## src/rtl/ft2232h_pkg.sv

```systemverilog
// Shared definitions for the FT2232H synchronous-FIFO transmit arbiter:
// FSM encoding, bus width and header construction.
package ft2232h_pkg;

  localparam int ADBUS_W = 8;
  localparam int CH_W    = 2;

  localparam logic [ADBUS_W-1:0] HDR_TAG_DEFAULT = 8'hA0;

  typedef enum logic [1:0] {
    ST_IDLE    = 2'd0,
    ST_HEADER  = 2'd1,
    ST_PAYLOAD = 2'd2
  } state_t;

  // Header identifies the source channel in its low bits.
  function automatic logic [ADBUS_W-1:0] hdr_byte(input logic [ADBUS_W-1:0] tag,
                                                  input logic [CH_W-1:0]    ch);
    return tag | {{(ADBUS_W-CH_W){1'b0}}, ch};
  endfunction

endpackage

```

## src/rtl/ft2232h_rr_arbiter.sv

```systemverilog
// Combinational round-robin picker: the search starts one past the last
// granted channel and wraps at N_CH.
module ft2232h_rr_arbiter
  import ft2232h_pkg::*;
#(
  parameter int N_CH = 4
) (
  input  logic [N_CH-1:0] req,
  input  logic [CH_W-1:0] last,
  output logic [N_CH-1:0] gnt_oh,
  output logic [CH_W-1:0] gnt_idx,
  output logic            gnt_any
);

  logic [2*N_CH-1:0] req_dbl;
  logic [N_CH-1:0]   req_rot;
  logic [CH_W:0]     start;
  int                pos;
  int                idx;

  // Rotating a doubled copy puts channel last+1 at bit 0 without a modulo.
  assign start   = {1'b0, last} + (CH_W+1)'(1);
  assign req_dbl = {req, req};
  assign req_rot = N_CH'(req_dbl >> start);
  assign gnt_any = |req;

  always_comb begin
    // NOTE: every output of a combinational block gets a default first, so no
    // path through the block leaves a value held and no latch is inferred.
    pos     = 0;
    idx     = 0;
    gnt_idx = '0;
    gnt_oh  = '0;
    for (int k = N_CH - 1; k >= 0; k--) begin
      if (req_rot[k]) pos = k;
    end
    idx = int'(start) + pos;
    if (idx >= N_CH) idx = idx - N_CH;
    if (gnt_any) begin
      gnt_idx = CH_W'(idx);
      gnt_oh  = N_CH'(1) << idx;
    end
  end

endmodule

```

## src/rtl/ft2232h_tx_arbiter.sv

```systemverilog
// Multiplexes N_CH byte streams into headered bursts on the FT2232H
// synchronous FIFO write port through a single output holding register.
module ft2232h_tx_arbiter
  import ft2232h_pkg::*;
#(
  parameter int                  N_CH      = 4,
  parameter int                  BURST_LEN = 16,
  parameter logic [ADBUS_W-1:0]  HDR_TAG   = HDR_TAG_DEFAULT
) (
  input  logic                    clk_i,
  input  logic                    rst_i,
  input  logic                    enable_i,
  input  logic [N_CH-1:0]         req_avail_i,
  input  logic [N_CH-1:0]         req_valid_i,
  input  logic [ADBUS_W*N_CH-1:0] req_data_i,
  output logic [N_CH-1:0]         req_ready_o,
  input  logic                    txe_i,
  output logic                    wr_o,
  output logic                    oe_o,
  output logic [ADBUS_W-1:0]      adbus_o,
  output logic                    busy_o,
  output logic [CH_W-1:0]         cur_ch_o
);

  localparam int              CNT_W    = (BURST_LEN > 1) ? $clog2(BURST_LEN) : 1;
  localparam logic [CNT_W-1:0] CNT_LAST = CNT_W'(BURST_LEN - 1);

  state_t              state_q, state_d;
  logic [ADBUS_W-1:0]  data_r;
  logic                vld_r;
  logic [CNT_W-1:0]    cnt_r;
  logic [CH_W-1:0]     cur_ch_r, last_ch_r;
  logic [N_CH-1:0]     cur_oh_r;

  logic                xfer, load_ok;
  logic                grant, load_hdr, load_pay, cnt_last;
  logic                sel_valid;
  logic [ADBUS_W-1:0]  sel_data;
  logic [N_CH-1:0]     gnt_oh;
  logic [CH_W-1:0]     gnt_idx;
  logic                gnt_any;

  ft2232h_rr_arbiter #(.N_CH(N_CH)) u_rr (
    .req     (req_avail_i),
    .last    (last_ch_r),
    .gnt_oh  (gnt_oh),
    .gnt_idx (gnt_idx),
    .gnt_any (gnt_any)
  );

  // A byte leaves the holding register only when the FIFO has room; the
  // register may refill on the same edge it drains.
  assign xfer     = vld_r & ~txe_i;
  assign load_ok  = ~vld_r | xfer;
  assign wr_o     = ~xfer;
  assign oe_o     = vld_r;
  assign adbus_o  = data_r;
  assign cur_ch_o = cur_ch_r;
  assign cnt_last = (cnt_r == CNT_LAST);

  assign sel_valid = |(req_valid_i & cur_oh_r);
  always_comb begin
    sel_data = '0;
    for (int c = 0; c < N_CH; c++) begin
      if (cur_oh_r[c]) sel_data = sel_data | req_data_i[ADBUS_W*c +: ADBUS_W];
    end
  end

  always_ff @(posedge clk_i or negedge rst_i) begin
    // NOTE: sequential state uses non-blocking assignments so every flop
    // samples pre-edge values regardless of block evaluation order.
    if (!rst_i) state_q <= ST_IDLE;
    else        state_q <= state_d;
  end

  always_comb begin
    state_d = state_q;
    unique case (state_q)
      ST_IDLE:    if (enable_i && gnt_any)  state_d = ST_HEADER;
      ST_HEADER:  if (load_ok)              state_d = ST_PAYLOAD;
      ST_PAYLOAD: if (load_pay && cnt_last) state_d = ST_IDLE;
      default:                              state_d = ST_IDLE;
    endcase
  end

  always_comb begin
    grant       = 1'b0;
    load_hdr    = 1'b0;
    load_pay    = 1'b0;
    busy_o      = 1'b0;
    req_ready_o = '0;
    unique case (state_q)
      ST_IDLE:    grant = enable_i & gnt_any;
      ST_HEADER: begin
        busy_o   = 1'b1;
        load_hdr = load_ok;
      end
      ST_PAYLOAD: begin
        busy_o      = 1'b1;
        req_ready_o = cur_oh_r & {N_CH{load_ok}};
        load_pay    = load_ok & sel_valid;
      end
      default: ;
    endcase
  end

  always_ff @(posedge clk_i or negedge rst_i) begin
    if (!rst_i) begin
      data_r    <= '0;
      vld_r     <= 1'b0;
      cnt_r     <= '0;
      cur_ch_r  <= '0;
      cur_oh_r  <= N_CH'(1);
      last_ch_r <= CH_W'(N_CH - 1);
    end else begin
      // Channel is latched at grant; later req_avail_i changes cannot move it.
      if (grant) begin
        cur_ch_r <= gnt_idx;
        cur_oh_r <= gnt_oh;
      end
      if (load_hdr) begin
        data_r <= hdr_byte(HDR_TAG, cur_ch_r);
        vld_r  <= 1'b1;
        cnt_r  <= '0;
      end else if (load_pay) begin
        data_r <= sel_data;
        vld_r  <= 1'b1;
        cnt_r  <= cnt_r + 1'b1;
        if (cnt_last) last_ch_r <= cur_ch_r;
      end else if (xfer) begin
        vld_r <= 1'b0;
      end
    end
  end

endmodule

```

## config.mk

```make
export PLATFORM = sky130hd
export DESIGN_NAME = ft2232h_tx_arbiter
export DESIGN_NICKNAME = d
export VERILOG_FILES = /design/src/rtl/ft2232h_pkg.sv /design/src/rtl/ft2232h_rr_arbiter.sv /design/src/rtl/ft2232h_tx_arbiter.sv
export SDC_FILE = /design/constraint.sdc
export NUM_CORES = 1
export LEC_CHECK = 0
export BUFFER_PORTS_ARGS = -buffer_cell sky130_fd_sc_hd__buf_2
export CAP_MARGIN = 30
export CORE_MARGIN = 5
export CORE_UTILIZATION = 51
export CTS_CLUSTER_SIZE = 20
export DETAILED_ROUTE_END_ITERATION = 8
export PLACE_DENSITY = 0.83
export SLEW_MARGIN = 40
export SYNTH_ARGS = -nofsm -noshare
export SYNTH_HDL_FRONTEND = slang
export SYNTH_SLANG_ARGS = --single-unit
```

## constraint.sdc

```tcl
create_clock -name clk_i -period 5.4 [get_ports clk_i]
set_clock_uncertainty 0.05 [all_clocks]
set_input_delay 0.81 -clock clk_i [delete_from_list [all_inputs] [get_ports clk_i]]
set_output_delay 0.81 -clock clk_i [all_outputs]
set_load 0.01 [all_outputs]
```

==> metrics.cfg, run 1 <==
[run_status]
status=complete, no violations

[route]
route.vias.total=1397
wl_met3_microns=370
initialDrtViolationCount=115
first_pass_iters=4
wl_met1_microns=1530
wl_per_cell_microns=15.6
top_layer_used=met4
wirelength_microns=3730
drc=0
antenna_left=0
vias_per_cell=5.85
wl_met2_microns=1820

[clock_network]
cts-buffers-inserted=3
clkSinkCount=23
hold_buffers=0
insertion_delay_ns=0.31
cts_setup_buffers=0
cts_tree=yes
clockRootBuffer=clkbuf_4
htree_levels=1
clk_pin_slew_ns=0.13
cts.repair.resized=0
cts_buffer_depth=2

[floorplanning]
row_count=19
io_pins=61
coreArea_sq_um=2710
dieWidth_microns=62.6
die_y_microns=62.6
dieArea_sq_um=3920
start_util=0.520

[timing]
worst_pin_slew_ns=0.513
worst_slew_margin_rel=0.658
final_max_slew_viol_count=0
period_minus_slack_ns=2.40
setup_tns_ns=0
finalCritPeriodShare=0.444
grt_setup_unrepaired=no
final_hold_viol_count=0
setup_viol=0
max_clock_freq_mhz=417

[power]
combinationalPowerShare=0.456
power_mw=0.724
p_clk_frac=0.112
irDropWorstVdd_mv=0.303
netSwitchingFraction=0.434
p_per_area_nw_per_um2=416
p_int_mw=0.409
seq_power_share=0.432
p_leak_nw=0.851
p_switching_mw=0.314

[synth]
async_flop_share=1.00
synth_seq_cells=23
synth-main-ff-cell=dfrtp_1
synth_area_sq_um=1410
synth.most_common_cell=dfrtp_1
synth.largest_area_cell=dfrtp_1
synth.top_cells.by_area=dfrtp_1 (35%), a22oi_1 (9.6%), dfstp_2 (5.6%), ha_1 (4.4%), nand2_1 (4.0%)
ys_seq_area_frac=0.411
synth_top_cell_area_share=0.355
yosysWarnings=0
synthDistinctLibCells=39
syn_nets=202
syn_inst=153
synth.avg_cell_area_sq_um=9.22
yosys-top-cells-count=dfrtp_1 (20), a22oi_1 (18), nand2_1 (15)
synth-edff-count=0

[placement]
portBuffers=60
place_congestion=0.810
dpl_cell_area_sq_um=1710
hpwl_microns=2910

[cells_and_area]
antenna_cells=0
drive_gt1_frac=0.346
nNetsFinal=258
postLayoutCellArea_sq_um=1740
syn_to_final_growth_pct=23.2

[critical_path]
critical-path-max-stage-delay_ns=0.25
cp.buffers_inverters=2
start_kind=input port
crit_top_cell=buf_2
cp_slowest_cell=and3_1
critPathTopFamily=simple AND/OR/NAND/NOR gates
crit-reg2reg-launch=state_q[0]$_DFFE_PN0P_
worstPathRequired_ns=4.54
cp_cell_sequence=buf_2 > nand2_1 > and3_1 > buf_2
cp-end-kind=output pin
worstPathArrival_ns=1.54
crit_type=in -> out
cp_max_fo=7
cp-startpoint=txe_i

[grt]
gr-total-overflow=0
grt_pass1_wl_microns=6200
grt_max_degree=24
grt_pass1_vias=1314
antenna_found_initial=0
grt_usage=0.186

[min_path]
hp-class=in -> async

[run]
drv_cap=0

-- power groups by stage --
stage	clock [mW]	sequential [mW]	combinational (mW)
final	0.0811	0.312	0.330
after global routing	0.0886	0.325	0.373
after CTS	0.0822	0.311	0.334
after detailed placement	0	0.315	0.333
after global placement	0	0.311	0.321
after floorplan	0	0.290	0.233
-- final timing paths --
| check | cells after the start | endpoint | slack, ns |
|---|---|---|---|
| worst max-delay path | 4 | req_ready_o[0] | 3.00 |
| worst min-delay path | 1 | adbus_o[6]$_DFFE_PN0P_ | 0.39 |
| worst max register to register | 7 | last_ch_r[1]$_DFFE_PN1P_ | 3.24 |
| worst min register to register | 2 | adbus_o[5]$_DFFE_PN0P_ | 0.48 |
| max in group asynchronous | 1 | cur_oh_r[0]$_DFFE_PN1P_ | 4.54 |
| min in group clk_i | 2 | adbus_o[5]$_DFFE_PN0P_ | 0.48 |
-- cells in the final DEF, fill, tap and decap left out, types with 2 or more instances in the layout --
cell | synthesis | layout
dfstp_2 | 3 | 3
inv_1 | 7 | 7
dfrtp_1 | 20 | 20
nand2_1 | 15 | 15
a21oi_1 | 5 | 5
ha_1 | 5 | 5
and3_1 | 4 | 4
nand3_1 | 5 | 5
o31ai_1 | 3 | 3
a22oi_1 | 18 | 18
nor3b_1 | 3 | 3
xnor2_1 | 3 | 3
a22o_1 | 2 | 2
buf_2 | 4 | 60
a311oi_1 | 4 | 4
xor2_1 | 2 | 2
nand3b_1 | 2 | 2
clkbuf_4 | 0 | 3
nor2_1 | 12 | 12
a31oi_1 | 3 | 3
o21ai_0 | 10 | 10
-- registers in the layout, summed over array words and instances, names as in the netlist --
name / count
cur_oh_r: 4
oe_o: 1
state_q: 2
last_ch_r: 2
cur_ch_o: 2
adbus_o: 8
cnt_r: 4
-- logic make-up (layout without fill, tap and decap cells) --
| family | Yosys count | in the layout | share of synthesized area |
|---|---|---|---|
| DFF | 23 | 23 | 0.411 |
| muxes | 2 | 2 | 0.0151 |
| adders and majority gates | 5 | 5 | 0.0444 |
| and+or+nand+nor | 46 | 46 | 0.158 |
| AOI/OAI and AO/OA | 55 | 55 | 0.289 |
| buffers and inverters | 17 | 72 | 0.0515 |
| xor gates and xnor gates | 5 | 5 | 0.0311 |
-- metal layers --
| layer | vias up | global-route usage |
|---|---|---|
| li1 | 679 | - |
| met1 | 654 | 0.235 |
| met2 | 62 | 0.320 |
| met4 | 0 | 0.0318 |
| met5 | - | 0 |
| met3 | 2 | 0.0522 |
-- worst reg2reg max path: stages, from the launching register on --
cell and delay [ns]:
dfrtp_1 0.43, inv_1 0.09, ha_1 0.25, inv_1 0.11, a221oi_2 0.18, buf_4 0.28, nor3b_1 0.36, mux2_2 0.37
-- per-stage QoR --
stage | instances | util | worst slack, ns | hold slack, ns
floorplan | 153 | - | 3.16 | 0.463
global placement | 235 | 0.631 | 3.02 | 0.454
detailed placement | 235 | 0.631 | 2.91 | 0.462
CTS | 239 | 0.641 | 3.03 | 0.398
global route | 239 | 0.641 | 2.97 | 0.418
finish | 239 | 0.641 | 3.00 | 0.392
-- layout make-up --
cell class	count	area, sq um
sequential	23	579
multi-input combinational	113	758
inverter	7	26.3
tap	31	38.8
clock inverter	1	5.00
fill	225	972
timing repair buffer	61	308
clock buffer	3	22.5
No activity file was read; power rests on OpenSTA's default activity.
==> run 2, diff against run 1 <==
CORE_UTILIZATION = 47   (was 51)
PLACE_DENSITY = 0.77   (was 0.83)
clock period = 2.4 ns   (was 5.4 ns; I/O delays follow)
==> run 2 against run 1 <==
  * Hold slack got worse by 0.11 ns
  * Die area increased by 7.1%
  * Combinational power is 140% higher
==> metrics.cfg, run 2 (synthesized netlist as in run 1, its figures left out) <==
[run_status]
status=complete, no violations

[grt]
grt_max_degree=24
grt_pass1_wl_microns=6420
grt_pass1_vias=1360
antenna_found_initial=0
grt_usage=0.193
gr-total-overflow=0

[critical_path]
cp_cell_sequence=nand2_1 > a2bb2oi_1 > o211ai_1 > o31ai_1 > ha_1 > xnor2_1 > xnor2_1 > o21ai_0
start_kind=flop
cp_slowest_cell=dfstp_2
cp_max_fo=12
critical-path-max-stage-delay_ns=0.67
critPathTopFamily=flip-flops
cp-end-kind=flop
crit_type=reg -> reg
worstPathRequired_ns=2.55
cp.buffers_inverters=0
crit_top_cell=xnor2_1
worstPathArrival_ns=2.20

[placement]
place_ws_ns=0.360
place_congestion=0.846
hpwl_microns=3020
placed_cells=237
portBuffers=60

[route]
first_pass_iters=4
antenna_left=0
vias_per_cell=5.82
wirelength_microns=3900
route.vias.total=1408
drc=0
initialDrtViolationCount=100
wl_per_cell_microns=16.1

[cells_and_area]
nNetsFinal=261
stdcell_count=242
mostFrequentLayoutCells=buf_2 (60), dfrtp_1 (20), a22oi_1 (18)
layout_commonest_cell=buf_2
drive_gt1_frac=0.346
syn_to_final_growth_pct=24.9
n_fill_cell=244
largest_reg_flops=8
antenna_cells=0

[clock_network]
cts_tree=yes
cts-buffers-inserted=3
insertion_delay_ns=0.32
clk_pin_slew_ns=0.13
clkSinkCount=23
cts_buffer_depth=2
clockRootBuffer=clkbuf_4
htree_levels=1

[power]
irDropWorstVdd_mv=0.672
p_leak_nw=0.863
power_mw=1.66
p_per_area_nw_per_um2=940

[timing]
worst_pin_slew_ns=0.514
period_minus_slack_ns=2.04
setup_tns_ns=0
setup_viol=0
hold_ws_ns=0.284
max_clock_freq_mhz=489
final_hold_viol_count=0
final_max_slew_viol_count=0
grt_setup_unrepaired=no
setup_slack_ns=0.356
worst_slew_margin_rel=0.657
finalCritPeriodShare=0.852

[min_path]
hp-class=in -> reg

[floorplanning]
io_pins=61
dieWidth_microns=64.8
dieArea_sq_um=4200
start_util=0.503
coreArea_sq_um=2810
row_count=19
die_y_microns=64.8

[run]
drv_cap=0

## run 2: cell count changes in the layout (fill, tap and decap cells not counted)
cell | previous run | this run
buf_4 | 1 | 3
clkbuf_1 | 0 | 1
clkinv_2 | 1 | 0
dlygate4sd3_1 | 0 | 1
## run 2: layout make-up
| class | count | area (sq um) | area share |
|---|---|---|---|
| multi-input cells | 113 | 758 | 0.430 |
| repair buffers | 64 | 333 | 0.189 |
| clock buffers | 4 | 26.3 | 0.0149 |
| well taps | 31 | 38.8 | 0.0220 |
| inverters | 7 | 26.3 | 0.0149 |
| flip-flops and latches | 23 | 579 | 0.329 |
## run 2: where the power goes
part | switching [mW] | internal [mW]
sequential | 0.144 | 0.529
clock | 0.125 | 0.0652
combinational | 0.448 | 0.345
## run 2: repair_timing
action,in CTS,in global routing
gates resized for setup,0,0
buffers inserted,0,0
hold endpoints to repair,20,0
hold buffers,1,0
## run 2: final timing paths
kind / startpoint / end / slack, ns / cells past startpoint
min reg2reg: adbus_o[7]$_DFFE_PN0P_ / adbus_o[7]$_DFFE_PN0P_ / 0.49 / 2
max: last_ch_r[1]$_DFFE_PN1P_ / cur_ch_o[1]$_DFFE_PN0P_ / 0.36 / 8
max in group asynchronous: rst_i / last_ch_r[1]$_DFFE_PN1P_ / 1.47 / 2
max reg2reg: last_ch_r[1]$_DFFE_PN1P_ / cur_ch_o[1]$_DFFE_PN0P_ / 0.36 / 8
min in group asynchronous: rst_i / cur_ch_o[1]$_DFFE_PN0P_ / 0.47 / 2
min: txe_i / oe_o$_DFFE_PN0P_ / 0.28 / 2
## run 2: through the flow
step           cell area (sq um)  utilization
2_1_floorplan               1410            -
3_3_place_gp                1730        0.615
3_5_place_dp                1730        0.615
4_1_cts                     1760        0.628
5_1_grt                     1760        0.628
6_report                    1760        0.628
## run 2: metal layers
metal | part of all wire | routed length [microns] | GRT usage | up-vias
met2 | 0.46 | 1810 | 0.295 | 60
li1 | - | - | - | 687
met3 | 0.092 | 359 | 0.0484 | 5
met4 | 0.0072 | 28 | 0.0607 | 0
met5 | 0 | 0 | 0 | -
met1 | 0.44 | 1710 | 0.268 | 656
## run 2: worst register-to-register path: stages (launching register included)
cell       delay (ns)
dfstp_2          0.67
nand2_1          0.08
a2bb2oi_1        0.16
o211ai_1         0.10
o31ai_1          0.08
ha_1             0.20
xnor2_1          0.07
xnor2_1          0.35
o21ai_0          0.16
==> run 3, diff against run 2 <==
CORE_UTILIZATION = 49   (was 47)
CTS_BUF_LIST = sky130_fd_sc_hd__clkbuf_4   (was unset)
PLACE_DENSITY = 0.8   (was 0.77)
==> run 3 against run 2 <==
  * Flip-flop and latch count is the same
  * Critical path depth shrank 1
  * Clock-buffer cell count stayed put
  * Critical endpoint unchanged
  * Largest power group unchanged
==> metrics.cfg, run 3 (synthesized netlist as in run 1, its figures left out) <==
[run_status]
status=complete, no violations

[clock_network]
insertion_delay_ns=0.31
cts_tree=yes
clk_pin_slew_ns=0.13
cts_setup_buffers=0
cts-buffers-inserted=3
clkSinkCount=23
htree_levels=1
cts_buffer_depth=2
clockRootBuffer=clkbuf_4

[timing]
worst_pin_slew_ns=0.505
finalCritPeriodShare=0.838
grt_setup_unrepaired=no
setup_slack_ns=0.390
setup_viol=0
max_clock_freq_mhz=497
period_minus_slack_ns=2.01
final_hold_viol_count=0
worst_slew_margin_rel=0.663
setup_tns_ns=0
final_max_slew_viol_count=0

[grt]
grt_max_degree=24
gr-total-overflow=0
grt_usage=0.184
grt_pass1_vias=1355
grt_pass1_wl_microns=6160
antenna_found_initial=0

[floorplanning]
dieWidth_microns=63.6
dieArea_sq_um=4050
die_y_microns=63.6
row_count=19
start_util=0.511
io_pins=61
coreArea_sq_um=2760

[cells_and_area]
largest_reg_flops=8
drive_gt1_frac=0.344
mostFrequentLayoutCells=buf_2 (60), dfrtp_1 (20), a22oi_1 (18)
layout_commonest_cell=buf_2
syn_to_final_growth_pct=24.1
nNetsFinal=259
antenna_cells=0
stdcell_count=240

[critical_path]
worstPathArrival_ns=2.15
cp_max_fo=12
cp-end-kind=flop
crit_type=reg -> reg
start_kind=flop
worstPathRequired_ns=2.54

[placement]
hpwl_microns=2940
portBuffers=60
place_ws_ns=0.331
placed_cells=235
place_congestion=0.868

[route]
wl_per_cell_microns=15.5
vias_per_cell=5.69
drc=0
initialDrtViolationCount=78
route.vias.total=1365
antenna_left=0
first_pass_iters=4
wirelength_microns=3710

[power]
irDropWorstVdd_mv=0.625
power_mw=1.64
combinationalPowerShare=0.456
p_clk_frac=0.116
netSwitchingFraction=0.427
seq_power_share=0.428
p_leak_nw=0.856
p_switching_mw=0.699
p_per_area_nw_per_um2=934
p_int_mw=0.936

[min_path]
hp-class=in -> reg

[run]
drv_cap=0

-- run 3: path summary, 6_finish.rpt --
kind / from / slack [ns] / to / depth (start not counted)
hold reg to reg: adbus_o[5]$_DFFE_PN0P_ / 0.48 / adbus_o[5]$_DFFE_PN0P_ / 2
hold / removal: txe_i / 0.31 / oe_o$_DFFE_PN0P_ / 2
min in group asynchronous: rst_i / 0.48 / cur_oh_r[2]$_DFFE_PN0P_ / 2
setup reg to reg: last_ch_r[1]$_DFFE_PN1P_ / 0.39 / cur_ch_o[1]$_DFFE_PN0P_ / 7
max in group asynchronous: rst_i / 1.46 / last_ch_r[0]$_DFFE_PN1P_ / 2
setup / recovery: last_ch_r[1]$_DFFE_PN1P_ / 0.39 / cur_ch_o[1]$_DFFE_PN0P_ / 7
-- run 3: layout make-up --
cell class                      count  area [sq um]
Tap cell                           31          38.8
Multi-Input combinational cell    113           758
Inverter                            7          26.3
Timing Repair Buffer               62           318
Sequential cell                    23           579
Clock buffer                        4          30.0
Fill cell                         244          1010
-- run 3: power groups by stage --
stage,sequential [mW],combinational (mW),clock [mW]
floorplan,0.652,0.525,0
global placement,0.700,0.721,0
detailed placement,0.706,0.746,0
CTS,0.699,0.752,0.198
global route,0.727,0.843,0.221
finish,0.700,0.745,0.190
-- run 3: worst max-delay path, cell delays in order (launching register included) --
cell	delay (ns)
dfstp_2	0.66
o21ai_0	0.11
a21oi_1	0.16
o31ai_1	0.09
ha_1	0.20
xnor2_1	0.13
xnor2_1	0.34
o21ai_0	0.15
-- run 3: timing repair --
action,4_1_cts,5_1_grt
hold buffers,1,0
setup endpoints to repair,0,0
endpoints found under the hold margin,20,0
resized for setup,0,0
-- run 3: per-stage QoR --
| step | hold slack, ns | utilization | instance area, sq um |
|---|---|---|---|
| 6_report | 0.314 | 0.635 | 1750 |
| 5_1_grt | 0.303 | 0.635 | 1750 |
| 4_1_cts | 0.301 | 0.635 | 1750 |
| 3_5_place_dp | 0.306 | 0.620 | 1710 |
| 3_3_place_gp | 0.304 | 0.620 | 1710 |
| 2_1_floorplan | 0.0144 | - | 1410 |
-- run 3: per-layer routing --
layer / vias to the layer above / wire length [microns] / GRT usage
met3: 4 / 309 / 0.0497
met1: 628 / 1620 / 0.250
met5: - / 0 / 0
met4: 0 / 33 / 0.0312
met2: 50 / 1750 / 0.297
li1: 683 / - / -
